[config.mk]
export PLATFORM = sky130hd
export DESIGN_NAME = led_pattern_shifter_flat
export DESIGN_NICKNAME = d
export VERILOG_FILES = /design/src/rtl/led_pattern_shifter_pkg.sv /design/src/rtl/led_pattern_shifter_if.sv /design/src/rtl/led_pattern_shifter_tick_gen.sv /design/src/rtl/led_pattern_shifter.sv /design/src/flat_wrapper.sv
export SDC_FILE = /design/constraint.sdc
export NUM_CORES = 1
export LEC_CHECK = 0
export CAP_MARGIN = 25
export CORE_MARGIN = 3
export CORE_UTILIZATION = 50
export CTS_CLUSTER_SIZE = 28
export DETAILED_ROUTE_END_ITERATION = 8
export PLACE_DENSITY = 0.76
export SLEW_MARGIN = 20
export SYNTH_ARGS = -nofsm -noshare
export SYNTH_HDL_FRONTEND = slang
export SYNTH_SLANG_ARGS = --single-unit
[constraint.sdc]
create_clock -name clk -period 3.05 [get_ports clk]
set_input_delay 0.305 -clock clk [delete_from_list [all_inputs] [get_ports clk]]
set_output_delay 0.305 -clock clk [all_outputs]
set_load 0.02 [all_outputs]
[src/rtl/led_pattern_shifter_pkg.sv]
// Shared encodings for the LED pattern shifter: step modes and bounce direction.
package led_pattern_shifter_pkg;

  typedef enum logic [1:0] {
    ROT_L  = 2'b00,
    ROT_R  = 2'b01,
    BOUNCE = 2'b10,
    HOLD   = 2'b11
  } mode_t;

  typedef enum logic {
    DIR_LEFT  = 1'b0,
    DIR_RIGHT = 1'b1
  } dir_t;

endpackage

[src/rtl/led_pattern_shifter_if.sv]
// Control/status bundle of the LED pattern shifter; master drives controls, slave returns the pattern.
interface led_pattern_shifter_if
  import led_pattern_shifter_pkg::*;
#(
  parameter int unsigned WIDTH = 8,
  parameter int unsigned CNT_W = 32
);
  logic             en;
  mode_t            mode;
  logic [CNT_W-1:0] period;
  logic             load;
  logic [WIDTH-1:0] load_value;
  logic [WIDTH-1:0] leds;
  logic             tick;
  logic             dir;

  modport master (
    output en, mode, period, load, load_value,
    input  leds, tick, dir
  );

  modport slave (
    input  en, mode, period, load, load_value,
    output leds, tick, dir
  );
endinterface

[src/rtl/led_pattern_shifter_tick_gen.sv]
// Prescaler: counts enabled cycles and flags a step once count reaches period.
module tick_gen #(
  parameter int unsigned CNT_W = 32
) (
  input  logic             clk,
  input  logic             rst,
  input  logic             en,
  input  logic             clr,
  input  logic [CNT_W-1:0] period,
  output logic             step
);
  logic [CNT_W-1:0] count;

  // >= rather than == so a period lowered below the running count steps at once
  assign step = en && !clr && (count >= period);

  always_ff @(posedge clk or posedge rst) begin
    if (rst) begin
      count <= '0;
    end else if (clr || step) begin
      count <= '0;
    end else if (en) begin
      count <= count + CNT_W'(1);
    end
  end
endmodule

[src/rtl/led_pattern_shifter.sv]
// LED pattern shifter: rotates or bounces a pattern once per prescaled step, with load and hold.
module led_pattern_shifter
  import led_pattern_shifter_pkg::*;
#(
  parameter int unsigned WIDTH = 8,
  parameter logic [31:0] INIT  = 32'h1F,
  parameter int unsigned CNT_W = 32
) (
  input logic              clk,
  input logic              rst,
  led_pattern_shifter_if.slave bus
);
  logic [WIDTH-1:0] leds_q;
  logic [WIDTH-1:0] rol;
  logic [WIDTH-1:0] ror;
  dir_t             dir_q;
  logic             tick_q;
  logic             step;

  tick_gen #(.CNT_W(CNT_W)) u_tick_gen (
    .clk    (clk),
    .rst    (rst),
    .en     (bus.en),
    .clr    (bus.load),
    .period (bus.period),
    .step   (step)
  );

  assign rol = {leds_q[WIDTH-2:0], leds_q[WIDTH-1]};
  assign ror = {leds_q[0], leds_q[WIDTH-1:1]};

  always_ff @(posedge clk or posedge rst) begin
    if (rst) begin
      leds_q <= INIT[WIDTH-1:0];
      dir_q  <= DIR_LEFT;
      tick_q <= 1'b0;
    end else begin
      // step is already suppressed by load, so no tick on a load cycle
      tick_q <= step;
      if (bus.load) begin
        leds_q <= bus.load_value;
        dir_q  <= DIR_LEFT;
      end else if (step) begin
        case (bus.mode)
          ROT_L: leds_q <= rol;
          ROT_R: leds_q <= ror;
          BOUNCE: begin
            if (dir_q == DIR_LEFT) begin
              if (leds_q[WIDTH-1]) begin
                dir_q  <= DIR_RIGHT;
                leds_q <= ror;
              end else begin
                leds_q <= rol;
              end
            end else begin
              if (leds_q[0]) begin
                dir_q  <= DIR_LEFT;
                leds_q <= rol;
              end else begin
                leds_q <= ror;
              end
            end
          end
          default: leds_q <= leds_q;
        endcase
      end
    end
  end

  assign bus.leds = leds_q;
  assign bus.tick = tick_q;
  assign bus.dir  = dir_q;
endmodule

[src/flat_wrapper.sv]
// flat-port wrapper written by rule: the top's interface ports become plain ports
module led_pattern_shifter_flat import led_pattern_shifter_pkg::*;
#(
  parameter int unsigned WIDTH = 8,
  parameter logic [31:0] INIT  = 32'h1F,
  parameter int unsigned CNT_W = 32
)
  (clk, rst, bus_en, bus_mode, bus_period, bus_load, bus_load_value, bus_leds, bus_tick, bus_dir);
  led_pattern_shifter_if #(.WIDTH(WIDTH), .CNT_W(CNT_W)) bus_i ();
  input logic clk;
  input logic rst;
  input wire logic [$bits(bus_i.en)-1:0] bus_en;
  input wire logic [$bits(bus_i.mode)-1:0] bus_mode;
  input wire logic [$bits(bus_i.period)-1:0] bus_period;
  input wire logic [$bits(bus_i.load)-1:0] bus_load;
  input wire logic [$bits(bus_i.load_value)-1:0] bus_load_value;
  output wire logic [$bits(bus_i.leds)-1:0] bus_leds;
  output wire logic [$bits(bus_i.tick)-1:0] bus_tick;
  output wire logic [$bits(bus_i.dir)-1:0] bus_dir;
  assign bus_i.en = bus_en;
  assign bus_i.mode = bus_mode;
  assign bus_i.period = bus_period;
  assign bus_i.load = bus_load;
  assign bus_i.load_value = bus_load_value;
  assign bus_leds = bus_i.leds;
  assign bus_tick = bus_i.tick;
  assign bus_dir = bus_i.dir;
  led_pattern_shifter #(.WIDTH(WIDTH), .INIT(INIT), .CNT_W(CNT_W)) u_core (.clk(clk), .rst(rst), .bus(bus_i));
endmodule
== After elaboration in Yosys (flattened, before gate mapping) ==
Cells that the tools add are included.

* Memory bits (writable): 0
* Memories kept: 0
* Bits in registers: 42
* Input port bits: 46
* Memory bits (read-only): 0
* Bits in latches: 0

* Multiplexer cells: 14
* Shifts and indexed selects: 0
* Divide/modulo/power cells: 0
* Order comparisons: 1
* Bitwise logic cells: 0
* Add/sub/neg operators: 1
* Reduce and logical (&&, ||, !) cells: 11
* Multiply operators: 0
* Eq/ne operators: 2

{| class="wikitable"
|+ Operators by type and width
! kind !! count
|-
| 32-bit 2-to-1 mux || 2
|-
| 8-bit 2-to-1 mux || 5
|-
| 32-bit by 1-bit adder with 32-bit output (second input constant) || 1
|-
| 32-bit greater-or-equal comparator || 1
|-
| 8-bit one-hot mux with 3 select lines || 1
|-
| 1-bit 2-to-1 mux || 6
|-
| 2-bit nonzero test || 3
|-
| 2-bit AND reduction || 2
|-
| 4-bit nonzero test || 1
|-
| 2-bit by 1-bit equality test with 1-bit output (second input constant) || 1
|-
| 2-bit equality test (second input constant) || 1
|-
| 1-bit logical AND || 2
|-
| 2-bit zero test || 1
|-
| 1-bit zero test || 1
|-
| 1-bit logical OR || 1
|}

== Depth between registers and ports, before layout ==
* Word-level depth: 5
* Mapped depth: 10
* Depth with buffers taken out: 9

== By module ==
A second synthesis with hierarchy kept.

* Cell total of the unflattened synthesis: 385
* Area, all modules: 3440.8 um^2

{| class="wikitable"
|+ By module, submodules not included
! module !! sequential area each (um^2) !! cells an instance !! area each (um^2) !! instances
|-
| tick_gen || 800.8 || 288 || 2597.5 || 1
|-
| led_pattern_shifter || 256.5 || 97 || 843.3 || 1
|}

== Worst setup path before layout ==
OpenSTA, ideal clock, no wires.

* Path kind: reg-to-reg
* Start: register u_core.u_tick_gen.count[21]
* End: register u_core.leds_q[7], in the netlist u_core.bus.leds[7]
* Required time: 2924 ps
* Setup slack: 679 ps
* Stages on the path, launching flop included: 10
* Data arrival time: 2246 ps
* Path buffers: 1
* Period minus slack after synthesis: 2371 ps
* Cell sequence: dfrtp_1 > ha_1 > a21oi_1 > o21ai_0 > a221o_1 > or3_4 > a22oi_2 > buf_6 > nor3_2 > a221o_1

* Longest elaborated chain between the ends: 4

{| class="wikitable"
|+ RTL lines
! item !! line !! RTL
|-
| from (decl) || led_pattern_shifter_tick_gen.sv:12 || <nowiki>logic [CNT_W-1:0] count;</nowiki>
|-
| from (signal assigned) || led_pattern_shifter_tick_gen.sv:23 || <nowiki>count <= count + CNT_W'(1);</nowiki>
|-
| 32-bit greater-or-equal comparator || led_pattern_shifter_tick_gen.sv:15 || <nowiki>assign step = en && !clr && (count >= period);</nowiki>
|-
| 1-bit logical AND || led_pattern_shifter_tick_gen.sv:15 ||
|-
| 2-bit nonzero test (no source line) || - ||
|-
| 2-bit AND reduction (no source line) || - ||
|-
| to (signal assigned) || led_pattern_shifter.sv:34 || <nowiki>leds_q <= INIT[WIDTH-1:0];</nowiki>
|-
| to (signal assigned) || led_pattern_shifter.sv:41 || <nowiki>leds_q <= bus.load_value;</nowiki>
|-
| to (signal assigned) || led_pattern_shifter.sv:45 || <nowiki>ROT_L: leds_q <= rol;</nowiki>
|-
| to (decl) || led_pattern_shifter.sv:13 || <nowiki>logic [WIDTH-1:0] leds_q;</nowiki>
|}

Every way passes these cells.
A chain may end at the register's enable or synchronous reset.

== Worst setup path in the final report ==
* Start: register u_core.u_tick_gen.count[2]
* End: register u_core.u_tick_gen.count[18]

* Longest elaborated chain between the ends: 4
* Elaborated cells between the ends (all ways): 7
* Those cells by class: add/sub: 1; order compare: 1; mux: 2; reduce/logical: 3

{| class="wikitable"
|+ RTL lines
! item !! line !! RTL
|-
| 32-bit greater-or-equal comparator || led_pattern_shifter_tick_gen.sv:15 ||
|-
| 1-bit logical AND || led_pattern_shifter_tick_gen.sv:15 ||
|-
| 1-bit logical OR || led_pattern_shifter_tick_gen.sv:20 || <nowiki>end else if (clr || step) begin</nowiki>
|-
| 32-bit 2-to-1 mux / 2-bit nonzero test (equally long branches) || - ||
|}

Parallel ways exist; a longest one is shown, timed or not. The select of a mux whose other input is x is not followed.

==> impl_metrics.ini <==
[layout]
finish.utilization = 0.6435
area_growth_pct = 21.90
layout_commonest_cell = clkdlybuf4s50_1
drive_gt1_frac = 0.06557
diodes = 0
final_cell_mix = clkdlybuf4s50_1, nor2_1, nand2_1, inv_1, dfrtp_1
nets = 508

[die]
die_w_um = 85.99
die_area_um2 = 7394
num_rows = 28
coreArea_um2 = 6061
initial_core_util = 0.5279
die_height_um = 85.99
ios = 56

[clock_tree]
htree_levels = 2
cts_tree = built
cts_buffer_depth = 2
clock-sinks = 42
clk_latency_ns = 0.29
numCtsBuffers = 5
cts_setup_buffers = 0
cts.repair.resized = 0
ctsHoldBuffers = 0
clkTransAtPathRegs_ns = 0.08
ctsRootBufferMaster = clkbuf_8

[global_routing]
grt-ovfl-total = 0
grt_max_degree = 43
antenna_found_initial = 0
grt_pass1_wl_mm = 12.02
first_global_vias = 2686
track_usage = 0.1987

[worst_setup_path]
startpoint_type = register
r2r-start = u_core.u_tick_gen.count[2]
reg2reg_depth = 8
cp_max_fo = 28
cp.arrival_ns = 2.94
slowest_delay_ns = 0.57
cp_slowest_cell = o21bai_4
timing.rr.end = u_core.u_tick_gen.count[18]
end_kind = register
critical_path_class = register to register
r2r_slack_ns = 0.26
crit_required_ns = 3.20
crit_chain = ha_1, nand2_1, o21ai_0, a41oi_1, o41ai_4, a21oi_4, o21bai_4, nor2_1

[synth]
synth_xor_area_frac = 0.07665
ys_seq_area_frac = 0.3305
ys.flop_type = dfrtp_1
synth_top_area_share = 0.2894
syn_area_um2 = 3199
synth_cells = 372
async_reset_ff_frac = 1.000
synth_warnings = 0
synthDistinctLibCells = 48
syn_avg_cell_area_um2 = 8.600
yosysTopAreaCell = dfrtp_1
synth_top_family_by_area = simple AND/OR/NAND/NOR gates
synth_compound_area_frac = 0.1412
synthSimpleGateAreaFrac = 0.2120
synth_fa_ha_area_frac = 0.1408
yosys-top-cells-area = dfrtp_1, ha_1, nor2_1
ys_ff_latch = 42
synth_edf_count = 0
synthMuxAreaShare = 0.02190
postSynthNetCount = 454

[routing]
drtAntennaViolNets = 0
wl_per_cell_um = 13.65
drt_wl_total_mm = 6.854
via_count = 2733
routed_via_density = 5.444
drt_iter0_drc = 78
firstDrtPassIters = 4
drc = 0

[timing]
slew_headroom = 0.5366
period_minus_slack_ns = 2.789
slew_viol_final = 0
hold_viol = 0
tightest_slew_ns = 0.6933
setup_tns_ns = 0
fin_skew_ns = 0.002141
clock.fmax_mhz = 358.5
rsz0062_at_grt = no
post-route-period-util = 0.9145
setup_viol = 0

[place]
place_congestion = 0.8285
dp_hpwl_mm = 5.114
portBuffers = 55

[pwr]
ir_drop_uv = 217.4
powerDensity_nw_per_um2 = 321.0
p_leak_nw = 1.898

[worst_hold_path]
hp-class = input pin to async pin

[job]
timing.max_cap.violations = 0

[run_status]
status = completed
state kept, by name, summed over array words and instances (netlist names):
name / cells
u_core.u_tick_gen.count: 32
u_core.bus.tick: 1
u_core.bus.dir: 1
u_core.bus.leds: 8
report_power, final:
group / internal, mW / total (mW) / switching (mW) / leakage, nW
clock network: 0.245 / 0.441 / 0.196 / 0.0524
registers: 0.573 / 0.590 / 0.0175 / 0.563
logic: 0.113 / 0.221 / 0.108 / 1.28
total: 0.931 / 1.25 / 0.321 / 1.90
worst max path at each step:
stage,from,end,slack (ns),depth (start not counted)
after floorplan,u_core.u_tick_gen.count[21],u_core.bus.leds[7],0.68,9
after global placement,bus_period[2],u_core.u_tick_gen.count[27],0.02,10
after detailed placement,bus_period[2],u_core.u_tick_gen.count[18],-0.07,10
after CTS,u_core.u_tick_gen.count[2],u_core.u_tick_gen.count[18],0.22,8
after global routing,u_core.u_tick_gen.count[2],u_core.u_tick_gen.count[21],0.08,8
final,u_core.u_tick_gen.count[2],u_core.u_tick_gen.count[18],0.26,8
routing by layer:
metal  share of wire  track usage
met1            0.47       0.2695
met2            0.47       0.3273
met3           0.044      0.03554
met4          0.0099      0.05036
met5               0            0
logic make-up after synthesis:
family	after synthesis
simple gates	142
mux	7
compound gates	65
buf+inv	52
fa+ha+maj	36
xor+xnor	28
flops	42
Yosys cell counts (2+ instances only):
cell and instances:
nor2_1 49, a22o_1 4, and2_1 3, and3_1 4, mux2i_1 7, inv_1 38
a21oi_2 2, nand4_1 12, nand2_1 38, buf_4 4, a221o_1 3, nand3_1 15
ha_1 36, and4_1 3, clkbuf_8 2, a21oi_1 20, xnor2_1 9, nor3_2 2
nor2b_1 4, nor3_1 6, o21ai_0 16, clkbuf_1 4, xor2_1 19, a21o_1 2
buf_6 2, o21ai_1 6, dfrtp_1 37, dfstp_2 5
layout make-up:
class	instances	area [um2]
flip-flops and latches	42	1057
fillers	530	2161
clock inverters	1	30.03
inverters	39	146.4
clock buffers	7	76.32
well taps	75	93.84
multi-input cells	278	1896
repair buffers	60	600.6
worst max-delay path: cells and delay by family (launching register included):
family                     cells  cell delay (ns)
and+or+nand+nor                2             0.17
adders and majority gates      1             0.33
AOI/OAI and AO/OA              5             1.66
DFF                            1             0.47
through the flow:
stage               hold WS, ns  worst slack (ns)  instance area, um2  power [mW]  instances
floorplan                0.4067            0.6785                3199      0.7230        372
global placement         0.5317           0.01687                3794      0.8163        494
detailed placement       0.5505          -0.07320                3794      0.8211        494
CTS                      0.4620            0.2195                3900       1.264        502
global route             0.4869           0.07500                3900       1.315        502
finish                   0.4417            0.2607                3900       1.252        502
No activity file was read; power rests on OpenSTA's default activity.
